===== src/rtl/seq_detect_param.sv =====
// seq_detect_param: run-time programmable PAT_W-bit serial pattern detector.
// Optional saturating match counter built only when MATCH_CNT_EN is defined.
//
// Ports:
//   sysclk       clock, rising edge
//   reset        synchronous active-high reset
//   stream       serial data bit
//   stream_valid qualifies stream
//   cfg_load     strobe: load cfg_pattern/cfg_overlap, clear history
//   cfg_pattern  pattern, MSB is the first bit in time
//   cfg_overlap  1 = overlapping matches allowed
//   y            registered one-cycle match pulse
//   armed        PAT_W bits collected since last clear
//   match_cnt    saturating match count (zero without MATCH_CNT_EN)
module seq_detect_param #(
  parameter int PAT_W = 3,
  parameter logic [PAT_W-1:0] RESET_PATTERN = PAT_W'(3'b011),
  parameter logic RESET_OVERLAP = 1'b0,
  parameter int MATCH_CNT_W = 8
) (
  input  logic                   sysclk,
  input  logic                   reset,
  input  logic                   stream,
  input  logic                   stream_valid,
  input  logic                   cfg_load,
  input  logic [PAT_W-1:0]       cfg_pattern,
  input  logic                   cfg_overlap,
  output logic                   y,
  output logic                   armed,
  output logic [MATCH_CNT_W-1:0] match_cnt
);

  localparam int FW = $clog2(PAT_W + 1);
  localparam logic [FW-1:0] FULL = FW'(PAT_W);

  typedef enum logic {
    S_FILL,
    S_ARMED
  } state_t;

  state_t           state;
  state_t           state_n;
  logic [PAT_W-1:0] pattern_reg;
  logic             overlap_reg;
  logic [PAT_W-1:0] hist;
  logic [PAT_W-1:0] hist_d;
  logic [PAT_W-1:0] hist_sh;
  logic [FW-1:0]    fill;
  logic [FW-1:0]    fill_d;
  logic [FW-1:0]    fill_inc;
  logic             hit;
  logic             y_d;

  always_ff @(posedge sysclk) begin
    if (reset) begin
      pattern_reg <= RESET_PATTERN;
      overlap_reg <= RESET_OVERLAP;
      hist        <= '0;
      fill        <= '0;
      state       <= S_FILL;
      y           <= 1'b0;
    end else begin
      if (cfg_load) begin
        pattern_reg <= cfg_pattern;
        overlap_reg <= cfg_overlap;
      end
      hist  <= hist_d;
      fill  <= fill_d;
      state <= state_n;
      y     <= y_d;
    end
  end

  always_comb begin
    hist_sh  = {hist[PAT_W-2:0], stream};
    fill_inc = (fill == FULL) ? FULL
                              : fill + FW'(1);
    // fill gate stops a stale all-zero history
    // from matching before PAT_W real bits arrive
    hit      = (fill_inc == FULL)
            && (hist_sh == pattern_reg);
    state_n  = state;
    hist_d   = hist;
    fill_d   = fill;
    y_d      = 1'b0;
    unique case (1'b1)
      cfg_load: begin
        hist_d  = '0;
        fill_d  = '0;
        state_n = S_FILL;
      end
      stream_valid && !cfg_load: begin
        y_d = hit;
        if (hit && !overlap_reg) begin
          hist_d  = '0;
          fill_d  = '0;
          state_n = S_FILL;
        end else begin
          hist_d  = hist_sh;
          fill_d  = fill_inc;
          state_n = (fill_inc == FULL) ? S_ARMED
                                       : S_FILL;
        end
      end
      default: ;
    endcase
  end

  assign armed = (state == S_ARMED);

`ifdef MATCH_CNT_EN
  logic [MATCH_CNT_W-1:0] cnt;

  always_ff @(posedge sysclk) begin
    if (reset || cfg_load) begin
      cnt <= '0;
    end else if (y_d && (cnt != '1)) begin
      cnt <= cnt + MATCH_CNT_W'(1);
    end
  end

  assign match_cnt = cnt;
`else
  assign match_cnt = '0;
`endif

endmodule

===== config.mk =====
export PLATFORM = sky130hd
export DESIGN_NAME = seq_detect_param
export DESIGN_NICKNAME = d
export VERILOG_FILES = /design/src/rtl/seq_detect_param.sv
export SDC_FILE = /design/constraint.sdc
export NUM_CORES = 1
export LEC_CHECK = 0
export ABC_AREA = 1
export BUFFER_PORTS_ARGS = -buffer_cell sky130_fd_sc_hd__buf_4
export CELL_PAD_IN_SITES_DETAIL_PLACEMENT = 0
export CELL_PAD_IN_SITES_GLOBAL_PLACEMENT = 1
export CORE_UTILIZATION = 33
export CTS_CLUSTER_DIAMETER = 50
export DETAILED_ROUTE_END_ITERATION = 8
export HOLD_SLACK_MARGIN = 0.08
export PLACE_DENSITY_LB_ADDON = 0.1
export SKIP_CTS_REPAIR_TIMING = 1
export SYNTH_ARGS = -nofsm -noshare
export SYNTH_HDL_FRONTEND = slang
export SYNTH_SLANG_ARGS = --single-unit

===== constraint.sdc =====
create_clock -name sysclk -period 1.48 [get_ports sysclk]
set_input_delay 0.444 -clock sysclk [delete_from_list [all_inputs] [get_ports sysclk]]
set_output_delay 0.444 -clock sysclk [all_outputs]
set_load 0.02 [all_outputs]

### Yosys cells after proc, flatten, opt, wreduce, memory -nomap -nowiden

Index checks and enable logic that the tools add are counted.

* bits in registers: 10
* input port bits: 9
* output and inout port bits: 10

* equal/unequal tests: 3
* bitwise logic cells: 1
* reductions and logical operators: 7
* add/sub/neg operators: 1
* muxes and demuxes: 8

Operators with widths (count)
* 2-bit case mux with 2 select lines: 2
* 2-bit 2-to-1 mux: 3
* 2-bit equality test, second input constant: 2
* 3-bit equality test: 1
* 1-bit logical AND: 3
* 2-bit by 1-bit adder with 2-bit output, second input constant: 1
* 1-bit logical NOT: 2
* 1-bit 2-to-1 mux: 2
* 1-bit case mux with 2 select lines: 1
* 2-bit nonzero test: 1
* 2-bit OR reduction: 1
* 1-bit NOT: 1

### Depth between registers and ports, before layout

Gate-level depths: netlist (run 1).

* word-level depth: 7
* mapped depth: 7

### Worst setup path after synthesis (run 1)

Ideal clock, no wire load.

* path type: input to register
* start point: input port stream
* end point: register fill[1]
* data arrival time: 0.867 ns
* stages: 6
* setup time: 0.119 ns
* slack: 0.494 ns
* data required time: 1.361 ns
* cells stage by stage: nand2_1 > nand2_1 > nor2_2 > nand3_2 > nand2_1 > a21oi_1

* cells in the longest elaborated chain, start to end: 5

RTL lines
* start: declaration: line 23 `input logic stream,`
* 3-bit equality test: line 81 `&& (hist_sh == pattern_reg);`
* 1-bit logical AND: line 81
* 1-bit logical AND: line 94 `if (hit && !overlap_reg) begin`
* 2-bit 2-to-1 mux: line 94
* 2-bit case mux with 2 select lines: line 86 `unique case (1'b1)`
* end signal: assignment: line 68 `fill <= fill_d;`
* end: declaration: line 48 `logic [FW-1:0] fill;`

No other way between the ends.
A chain may end at the register's enable or synchronous reset.

### Final worst setup path (run 1)

* start point: register state (netlist: armed)
* end point: output port armed

RTL lines
* start: declaration: line 41 `state_t state;`
* start signal: assignment: line 69 `state <= state_n;`
* end: declaration: line 29 `output logic armed,`

No word-level cell between the ends.

==> metrics.md, run 1 <==
| Metric | Value |
|---|---|
| Die Footprint | 0.00170 sq mm |
| Core Rows | 13 |
| Synth Area in Simple Gates | 24.4% |
| Vias in the first global route | 371 |
| Crit path capture type | primary output |
| Final WS setup | 296 ps |
| Sequential share of the synthesized area | 39.4% |
| Final ANT Viol Nets | 0 |
| Num CTS Buffers | 3 |
| Worst VDD drop | 0.463 mV |
| Post-synth top area share | 39.4% |
| Filler Cell Count | 155 |
| Detailed-route wire length per cell | 9.27 um |
| Initial Util | 37.2% |
| Data required time at the worst endpoint | 1040 ps |
| Synth area leaders | dfxtp_1 39%, nand2_1 13%, buf_4 12% |
| XOR/XNOR Fraction of Synth Area | 0% |
| Synth Area in Compound Gates | 15.5% |
| DR vias | 438 |
| Startpoint types | register |
| Total grt overflow | 0 |
| Reg-to-reg startpoint | hist[0] |
| Initial antenna violation count | 0 |
| Crit Path Class | reg -> out |
| Final period util | 80.0% |
| RSZ-0062 raised after global routing | no |
| Dpl ws | 259 ps |
| Gate Count Post-Synth | 74 |
| Distinct cells, synth | 15 |
| Max Fclk | 0.845 GHz |
| Die Ht | 41.2 um |
| Pwr Density | 1020 mW/mm^2 |
| Top-count cell post-synth | nand2_1 |
| Adder-cell share of the synthesized area | 0% |
| Layout cells sized above 1 | 23.0% |
| Largest net degree at the start of global routing | 8 |
| Most instantiated cells after synthesis | 18 x nand2_1, 10 x dfxtp_1, 10 x inv_1 |
| # setup viols final | 0 |
| Slowest CP cell | dfxtp_1 |
| CTS tree | built |
| Crit-path cells | buf_4 |
| Leak | 0.289 nW |
| I/O pins | 19 |
| Reg2Reg Capture Point | fill[1] |
| GRT Total Usage | 13.9% |
| Number of flops mapped to enable cells by yosys | 0 |
| Post-route setup TNS | 0 ps |
| Layout Nets | 97 |
| First-pass DRT Iterations | 3 |
| CTS sink count | 10 |
| Clock period minus worst slack | 1180 ps |
| Slew Viols, Final | 0 |
| Crit path max-delay family | flip-flops |
| Final Hold Fails | 0 |
| Root buffer cell | clkbuf_4 |
| Iteration-0 DRC count of the detailed router | 2 |
| Clk_skew | 0.591 ps |
| Core ar. | 0.00137 sq mm |
| Ys async rst share | 0% |
| Mux share of post-synthesis cell area | 0% |
| Reg2reg setup slack | 430 ps |
| FF+latch count, synth | 10 |
| GP Congestion | 0.764 |
| Status | finished clean |
| H-Tree Depth | 1 |
| Min-Delay Path Class | in -> reg |
| Max Root-Sink Buffers | 2 |
| Clk slew on worst S/H paths | 70 ps |
| Area leader, netlist | dfxtp_1 |
| Chip width | 41.2 um |
| Crit path to | armed |
| Placed wire-length estimate | 732 um |
| Syn avg cell area | 6.86 sq um |
| Layout area overhead | 19.0% |
| ANT cells | 0 |
| Crit. path cell count | 1 |
| Worst Setup SP | armed |
| Worst Path Arrival | 740 ps |
| Slowest stage delay, CP | 340 ps |
| Routed WL | 946 um |
| YS warnings | 0 |
| DR DRC count | 0 |
| Max Cap Viol | 0 |
| Max reg flops | 3 |
| Wire length of the first global-routing pass | 1460 um |
| Cell area after synthesis | 508 sq um |
| Main synth FF type | dfxtp_1 |
| CP max FO | 2 |
| Later-pin clock latency in the skew report | 260 ps |
| Combinational family with the most area after synthesis | simple AND/OR/NAND/NOR gates |
| PortBufs | 10 |
| Via density | 4.29 |
| Crit path buffers/inverters | 1 |
| R2r worst-path depth | 7 |
-- cells in the final DEF, fill, tap and decap left out, drive strengths merged --
master and count:
nor2 8, nand3 2, dfxtp 10, o21ai 5, a21oi 10, conb 8
inv 11, nand2 19, buf 10, clkbuf 4
-- per-stage QoR --
stage          utilization, %  cell area, sq um  instances  hold WS [ps]  total power [mW]
2_1_floorplan               -               534         81           448             0.357
3_3_place_gp             41.6               568         98           466             0.370
3_5_place_dp             41.6               568         98           464             0.370
4_1_cts                  44.2               604        102           381             0.626
5_1_grt                  44.2               604        102           390             0.644
6_report                 44.2               604        102           393             0.616
-- per-layer routing --
layer | track usage (%) | routed length, um | part of all wire, % | vias up
met1 | 16.6 | 465 | 49 | 189
met2 | 21.5 | 432 | 46 | 10
met5 | 0 | 0 | 0 | -
met4 | 9.68 | 4 | 0.42 | 0
li1 | - | - | - | 237
met3 | 3.26 | 45 | 4.8 | 2
-- worst reg2reg max path, stage by stage, from the launching register on --
cell and delay [ps]:
dfxtp_1 360, inv_1 60, nand2_1 50, nand2_1 50, nor2_2 130, nand3_2 140
nand2_1 90, a21oi_1 50
-- cell type report --
cell class	instances	area, sq um	share of cell area (%)
multi-input combinational	52	233	38.5
timing repair buffer	10	75.1	12.4
tap	15	18.8	3.11
clock buffer	4	36.3	6.00
sequential	10	200	33.1
inverter	11	41.3	6.83
-- worst min path at each step --
stage	startpoint	to	slack (ps)	cells past startpoint
after floorplan	pattern_reg[2]	pattern_reg[2]	450	2
after global placement	pattern_reg[2]	pattern_reg[2]	470	2
after detailed placement	pattern_reg[2]	pattern_reg[2]	460	2
after CTS	reset	hist[1]	380	2
after global routing	reset	fill[0]	390	2
final	reset	hist[0]	390	2
-- cells by family after synthesis --
kind of cell	count (synthesis)
simple gates	29
other cells	1
buf+inv	19
flops	10
compound gates	15
-- report_power, final --
| part | total (mW) | leakage [nW] | internal [mW] | switching, mW |
|---|---|---|---|---|
| clock | 0.252 | 0.0210 | 0.149 | 0.103 |
| sequential | 0.284 | 0.0819 | 0.279 | 0.00521 |
| combinational | 0.0789 | 0.186 | 0.0276 | 0.0513 |
| total | 0.616 | 0.289 | 0.456 | 0.159 |
(Power assumes the default switching activity.)
==> inputs of run 2 (changes only) <==
- ABC_AREA: 1 -> 0
- CORE_UTILIZATION: 33 -> 34
- clock period: 1.48 -> 1.1 ns (I/O delays scaled with it)
==> run 2 against run 1 <==
Net effect:
- via count down 16%
- worst hold slack worse by 120 ps
- area after synthesis down 0.74%
- final cell count down 26%
- sequential cell count unchanged
- routed wire length down 13%
- final area down 0.83%
- total power up 21%
- critical path type is now reg -> reg
- largest cell class unchanged
- largest power group unchanged
==> metrics.md, run 2 <==
| Metric | Value |
|---|---|
| Crit path to | hist[1] (was armed) |
| H-Tree Depth | 1 (unchanged) |
| Via density | 4.93 (was 4.29) |
| # setup viols final | 0 (unchanged) |
| Cell area after synthesis | 504 sq um (was 508 sq um) |
| CTS sink count | 10 (unchanged) |
| Crit Path Class | reg -> reg (was reg -> out) |
| Iteration-0 DRC count of the detailed router | 5 (was 2) |
| Die Ht | 40.5 um (was 41.2 um) |
| Post-layout util | 44.9% (was 44.2%) |
| GP Congestion | 0.803 (was 0.764) |
| Initial Util | 37.8% (was 37.2%) |
| Combinational family with the most area after synthesis | simple AND/OR/NAND/NOR gates (unchanged) |
| Clk_skew | 5.08 ps (was 0.591 ps) |
| Cells after DPL | 71 (was 98) |
| Max Fclk | 0.924 GHz |
| Data required time at the worst endpoint | 1250 ps (was 1040 ps) |
| Synth Area in Compound Gates | 13.9% (was 15.5%) |
| Status | finished clean (unchanged) |
| Reg-to-reg startpoint | pattern_reg[2] (was hist[0]) |
| XOR/XNOR Fraction of Synth Area | 9.68% (was 0%) |
| Filler Cell Count | 140 (was 155) |
| Routed WL | 820 um (was 946 um) |
| Slew Viols, Final | 0 (unchanged) |
| Clk slew on worst S/H paths | 60 ps (was 70 ps) |
| Crit path capture type | register (was primary output) |
| Gate Count Post-Synth | 47 (was 74) |
| CP max FO | 5 (was 2) |
| Mux share of post-synthesis cell area | 3.97% (was 0%) |
| Die Footprint | 0.00164 sq mm (was 0.00170 sq mm) |
| Commonest non-fill, non-tap cell in the layout | buf_4 (was nand2_1) |
| Main synth FF type | dfxtp_1 (unchanged) |
| Syn avg cell area | 10.7 sq um (was 6.86 sq um) |
| PortBufs | 10 (unchanged) |
| Adder-cell share of the synthesized area | 0% (unchanged) |
| Ys async rst share | 0% (unchanged) |
| Layout cells sized above 1 | 38.3% (was 23.0%) |
| DR vias | 370 (was 438) |
| Max Cap Viol | 0 (unchanged) |
| Vias in the first global route | 328 (was 371) |
| Wire length of the first global-routing pass | 1340 um (was 1460 um) |
| Final period util | 98.4% |
| Total grt overflow | 0 (unchanged) |
| Detailed-route wire length per cell | 10.9 um (was 9.27 um) |
| Synth Area in Simple Gates | 18.4% (was 24.4%) |
| Initial antenna violation count | 0 (unchanged) |
| Startpoint types | register (unchanged) |
| Most frequent cells in the layout | 12 x buf_4, 8 x conb_1, 8 x dfxtp_1 (was 18 x nand2_1, 10 x inv_1, 10 x dfxtp_1, 10 x buf_4, 9 x a21oi_1) |
| Largest net degree at the start of global routing | 10 (was 8) |
| Layout area overhead | 18.9% (was 19.0%) |
| Top-count cell post-synth | dfxtp_1 (was nand2_1) |
| Max reg flops | 3 (unchanged) |
| Fin cells | 75 (was 102) |
| RSZ-0062 raised after global routing | yes (was no) |
| Pwr Density | 1240 mW/mm^2 (was 1020 mW/mm^2) |
| Core ar. | 0.00133 sq mm (was 0.00137 sq mm) |
| Area leader, netlist | dfxtp_1 (unchanged) |
| Leak | 0.271 nW (was 0.289 nW) |
| DR DRC count | 0 (unchanged) |
| YS warnings | 0 (unchanged) |
| CTS tree | built (unchanged) |
| Max Root-Sink Buffers | 2 (unchanged) |
| Worst Setup SP | pattern_reg[2] (was armed) |
| Post-synth top area share | 39.7% (was 39.4%) |
| I/O pins | 19 (unchanged) |
| FF+latch count, synth | 10 (unchanged) |
| Clock period minus worst slack | 1080 ps |
| Chip width | 40.5 um (was 41.2 um) |
| Synth area leaders | dfxtp_1 40%, buf_4 12%, xnor2_2 9.7% (was dfxtp_1 39%, nand2_1 13%, buf_4 12%) |
| ANT cells | 0 (unchanged) |
| First-pass DRT Iterations | 4 (was 3) |
| Most instantiated cells after synthesis | 10 x dfxtp_1, 8 x buf_4, 4 x a32o_1 (was 18 x nand2_1, 10 x dfxtp_1, 10 x inv_1) |
| GRT Total Usage | 12.9% (was 13.9%) |
| Sequential share of the synthesized area | 39.7% (was 39.4%) |
| Later-pin clock latency in the skew report | 260 ps (about the same) |
| Root buffer cell | clkbuf_4 (unchanged) |
| Distinct cells, synth | 21 (was 15) |
| Layout Nets | 71 (was 97) |
| R2r worst-path depth | 3 (was 7) |
| Core Rows | 13 (unchanged) |
| Number of flops mapped to enable cells by yosys | 0 (unchanged) |
| Min-Delay Path Class | in -> reg (unchanged) |
| Worst Path Arrival | 1230 ps (was 740 ps) |
| Reg2Reg Capture Point | hist[1] (was fill[1]) |
| Reg2reg setup slack | 20 ps (was 430 ps) |
| Worst VDD drop | 0.573 mV (was 0.463 mV) |
| Final ANT Viol Nets | 0 (unchanged) |
| Final Hold Fails | 0 (unchanged) |
| Num CTS Buffers | 3 (unchanged) |
| Total power | 744 uW (was 616 uW) |
-- run 2: critical path: stages (launching register included) --
cell     delay (ps)
dfxtp_1         330
xnor2_2         200
nand4_2         160
a32o_1          280
-- run 2: final cells by class --
| type | count | area [sq um] | share of cell area, % |
|---|---|---|---|
| sequential | 10 | 203 | 33.8 |
| multi-input combinational | 34 | 262 | 43.6 |
| inverter | 1 | 3.75 | 0.626 |
| tap | 15 | 18.8 | 3.13 |
| clock buffer | 3 | 22.5 | 3.76 |
| timing repair buffer | 12 | 90.1 | 15.0 |
-- run 2: report_power, final --
| part | internal, mW | switching, mW |
|---|---|---|
| Sequential | 0.377 | 0.0115 |
| Combinational | 0.0544 | 0.0619 |
| Clock | 0.126 | 0.114 |
| Total | 0.557 | 0.187 |
-- run 2: worst min-delay path by stage --
stage	from	end	slack [ps]	depth (start not counted)
after floorplan	reset	overlap_reg	400	1
after global placement	armed	armed	460	1
after detailed placement	armed	armed	470	1
after CTS	cfg_pattern[1]	pattern_reg[1]	270	2
after global routing	cfg_pattern[1]	pattern_reg[1]	280	2
final	cfg_pattern[1]	pattern_reg[1]	280	2
-- run 2: metrics by stage --
step                      setup TNS (ps)  hold WS [ps]  cell area [sq um]  setup slack, ps
final                                  0           276                599             17.2
after global routing                -157           276                599            -46.6
after CTS                          -90.2           272                589            -32.8
after detailed placement            -214           472                567            -64.8
after global placement              -119           460                567            -39.3
after floorplan                        0           402                531             75.0
-- run 2: kinds of logic (layout without fill, tap and decap cells) --
family | after synthesis | after routing
flops | 10 | 10
buf+inv | 10 | 16
compound gates | 8 | 8
xor+xnor | 3 | 3
mux | 2 | 2
simple gates | 13 | 13
other cells | 1 | 8
-- run 2: routing by layer --
layer	vias up	GRT usage, %	wire length [um]	part of all wire (%)
met5	-	0	0	0
met4	0	10.0	8	0.98
met3	2	3.33	66	8.0
met2	20	19.4	380	46
met1	170	15.5	365	45
li1	178	-	-	-
==> inputs of run 3 (changes only) <==
- ABC_AREA: 0 -> 1
- CORE_UTILIZATION: 34 -> 31
==> run 3 against run 2 <==
Net effect:
- die area up 10%
- total power down 0.23%
- final cell count up 39%
- combinational power about the same
- via count up 20%
- clock power up 2%
- worst setup slack better by 32 ps
- sequential power down 1%
- routed wire length up 10%
==> metrics.md, run 3 (same netlist as run 1, synthesis figures left out) <==
| Metric | Value |
|---|---|
| Status | finished clean (unchanged) |
| CP max FO | 2 (was 5) |
| Max Fclk | 0.952 GHz (was 0.924 GHz) |
| Via density | 4.26 (was 4.93) |
| Crit-path cells | buf_4 (was xnor2_2 -> nand4_2 -> a32o_1) |
| Total grt overflow | 0 (unchanged) |
| Wire length of the first global-routing pass | 1550 um (was 1340 um) |
| Fin cells | 104 (was 75) |
| DR DRC count | 0 (unchanged) |
| Clock share of power | 32.7% (was 32.2%) |
| Layout Nets | 99 (was 71) |
| Flop pwr share | 51.6% (was 52.2%) |
| Iteration-0 DRC count of the detailed router | 5 (unchanged) |
| First-pass DRT Iterations | 3 (was 4) |
| Filler Cell Count | 170 (was 140) |
| Post-route setup TNS | 0 ps (unchanged) |
| Placed wire-length estimate | 712 um |
| Cells after DPL | 101 (was 71) |
| Max Root-Sink Buffers | 2 (unchanged) |
| RSZ-0062 raised after global routing | no (was yes) |
| PortBufs | 10 (unchanged) |
| Most frequent cells in the layout | 15 x nand2_1, 12 x buf_4, 10 x inv_1 (was 12 x buf_4, 8 x conb_1, 8 x dfxtp_1) |
| Largest net degree at the start of global routing | 8 (was 10) |
| Switching Fraction | 26.5% (was 25.1%) |
| # setup viols final | 0 (unchanged) |
| Final period util | 95.5% (was 98.4%) |
| Crit path capture type | primary output (was register) |
| GP Congestion | 0.751 (was 0.803) |
| Vias in the first global route | 391 (was 328) |
| Later-pin clock latency in the skew report | 260 ps (about the same) |
| Routed WL | 904 um (was 820 um) |
| Worst hold path depth | 2 (unchanged) |
| Pint | 546 uW (was 557 uW) |
| Slowest CP cell | dfxtp_2 (was dfxtp_1) |
| Chip width | 42.5 um (was 40.5 um) |
| Crit path max-delay family | flip-flops (unchanged) |
| Worst VDD drop | 0.608 mV (was 0.573 mV) |
| Initial antenna violation count | 0 (unchanged) |
| Initial Util | 33.3% (was 37.8%) |
| Reg2reg setup slack | 100 ps (was 20 ps) |
| Clk slew on worst S/H paths | 60 ps (about the same) |
| R2r worst-path depth | 7 (was 3) |
| Max Cap Viol | 0 (unchanged) |
| Core Rows | 14 (was 13) |
| Psw | 197 uW (was 187 uW) |
| GRT Total Usage | 11.9% (was 12.9%) |
| Hold_sp | reset (was cfg_pattern[1]) |
| Crit Path Class | reg -> out (was reg -> reg) |
| DR vias | 443 (was 370) |
| Startpoint types | register (unchanged) |
| Die Ht | 42.5 um (was 40.5 um) |
| Leak | 0.296 nW (was 0.271 nW) |
| Crit path buffers/inverters | 1 (was 0) |
| Hold slack | 279 ps (was 276 ps) |
| Reg-to-reg startpoint | pattern_reg[2] (unchanged) |
| Detailed-route wire length per cell | 8.69 um (was 10.9 um) |
| Layout cells sized above 1 | 31.8% (was 38.3%) |
| Pwr Density | 1170 mW/mm^2 (was 1240 mW/mm^2) |
| Min-Delay Path Class | in -> reg (unchanged) |
| Clock period minus worst slack | 1050 ps (was 1080 ps) |
| Clk_skew | 1.25 ps (was 5.08 ps) |
| Worst Path Arrival | 720 ps (was 1230 ps) |
| I/O pins | 19 (unchanged) |
| Layout area overhead | 24.4% (was 18.9%) |
| CTS sink count | 10 (unchanged) |
| Slew Viols, Final | 0 (unchanged) |
| ANT cells | 0 (unchanged) |
| Num CTS Buffers | 3 (unchanged) |
| Root buffer cell | clkbuf_4 (unchanged) |
| Logic pwr share | 15.7% (was 15.6%) |
| CTS tree | built (unchanged) |
| Max reg flops | 3 (unchanged) |
| Slowest stage delay, CP | 320 ps (was 330 ps) |
| Core ar. | 0.00152 sq mm (was 0.00133 sq mm) |
| H-Tree Depth | 1 (unchanged) |
| Commonest non-fill, non-tap cell in the layout | nand2_1 (was buf_4) |
| Final ANT Viol Nets | 0 (unchanged) |
| Die Footprint | 0.00180 sq mm (was 0.00164 sq mm) |
| Final Hold Fails | 0 (unchanged) |
| Hold EP | hist[1] (was pattern_reg[1]) |
| Reg2Reg Capture Point | hist[0] (was hist[1]) |
| Data required time at the worst endpoint | 770 ps (was 1250 ps) |
[run 3: cell types whose count changed in the layout (fill, tap and decap cells not counted), sizes merged, moves of 2 or more]
cell / before / now
nor2: 3 / 8
nand2: 1 / 19
a211o: 2 / 0
o21ai: 0 / 5
nor2b: 2 / 0
nor3: 2 / 0
inv: 1 / 11
xnor2: 3 / 0
a32o: 4 / 0
a21oi: 1 / 10
mux2i: 2 / 0
[run 3: power groups by stage]
| stage | registers [mW] | logic (mW) | clock network (mW) |
|---|---|---|---|
| after floorplan | 0.390 | 0.0904 | 0 |
| after global placement | 0.391 | 0.113 | 0 |
| after detailed placement | 0.391 | 0.113 | 0 |
| after CTS | 0.383 | 0.113 | 0.258 |
| after global routing | 0.385 | 0.130 | 0.273 |
| final | 0.383 | 0.116 | 0.243 |
[run 3: how the worst max path moves through the flow]
stage | from | end | cells past startpoint
5_1_grt | pattern_reg[1] | armed | 7
3_5_place_dp | stream | armed | 7
6_report | armed | armed | 1
3_3_place_gp | stream | fill[1] | 7
4_1_cts | armed | armed | 1
2_1_floorplan | hist[0] | fill[1] | 7
[run 3: cell type report]
type                    count  area, sq um  area share [%]
repair buffers             12         90.1            14.3
well taps                  16         20.0            3.17
flip-flops and latches     10          205            32.5
clock buffers               3         22.5            3.56
inverters                  11         41.3            6.53
multi-input cells          52          253            40.0
[run 3: stage by stage]
stage               power (mW)  util [%]  cell area [sq um]  setup WS (ps)
floorplan                0.480         -                534            180
global placement         0.504      38.3                584           32.7
detailed placement       0.504      38.3                584           8.63
CTS                      0.753      39.8                607           31.8
global route             0.788      41.5                632           12.7
finish                   0.742      41.5                632           49.5
[run 3: routing by layer]
| metal | vias to the layer above | global-route usage [%] | wire (um) |
|---|---|---|---|
| met2 | 14 | 18.5 | 397 |
| met3 | 2 | 5.17 | 59 |
| met5 | - | 0 | 0 |
| li1 | 243 | - | - |
| met1 | 184 | 13.2 | 434 |
| met4 | 0 | 7.50 | 13 |
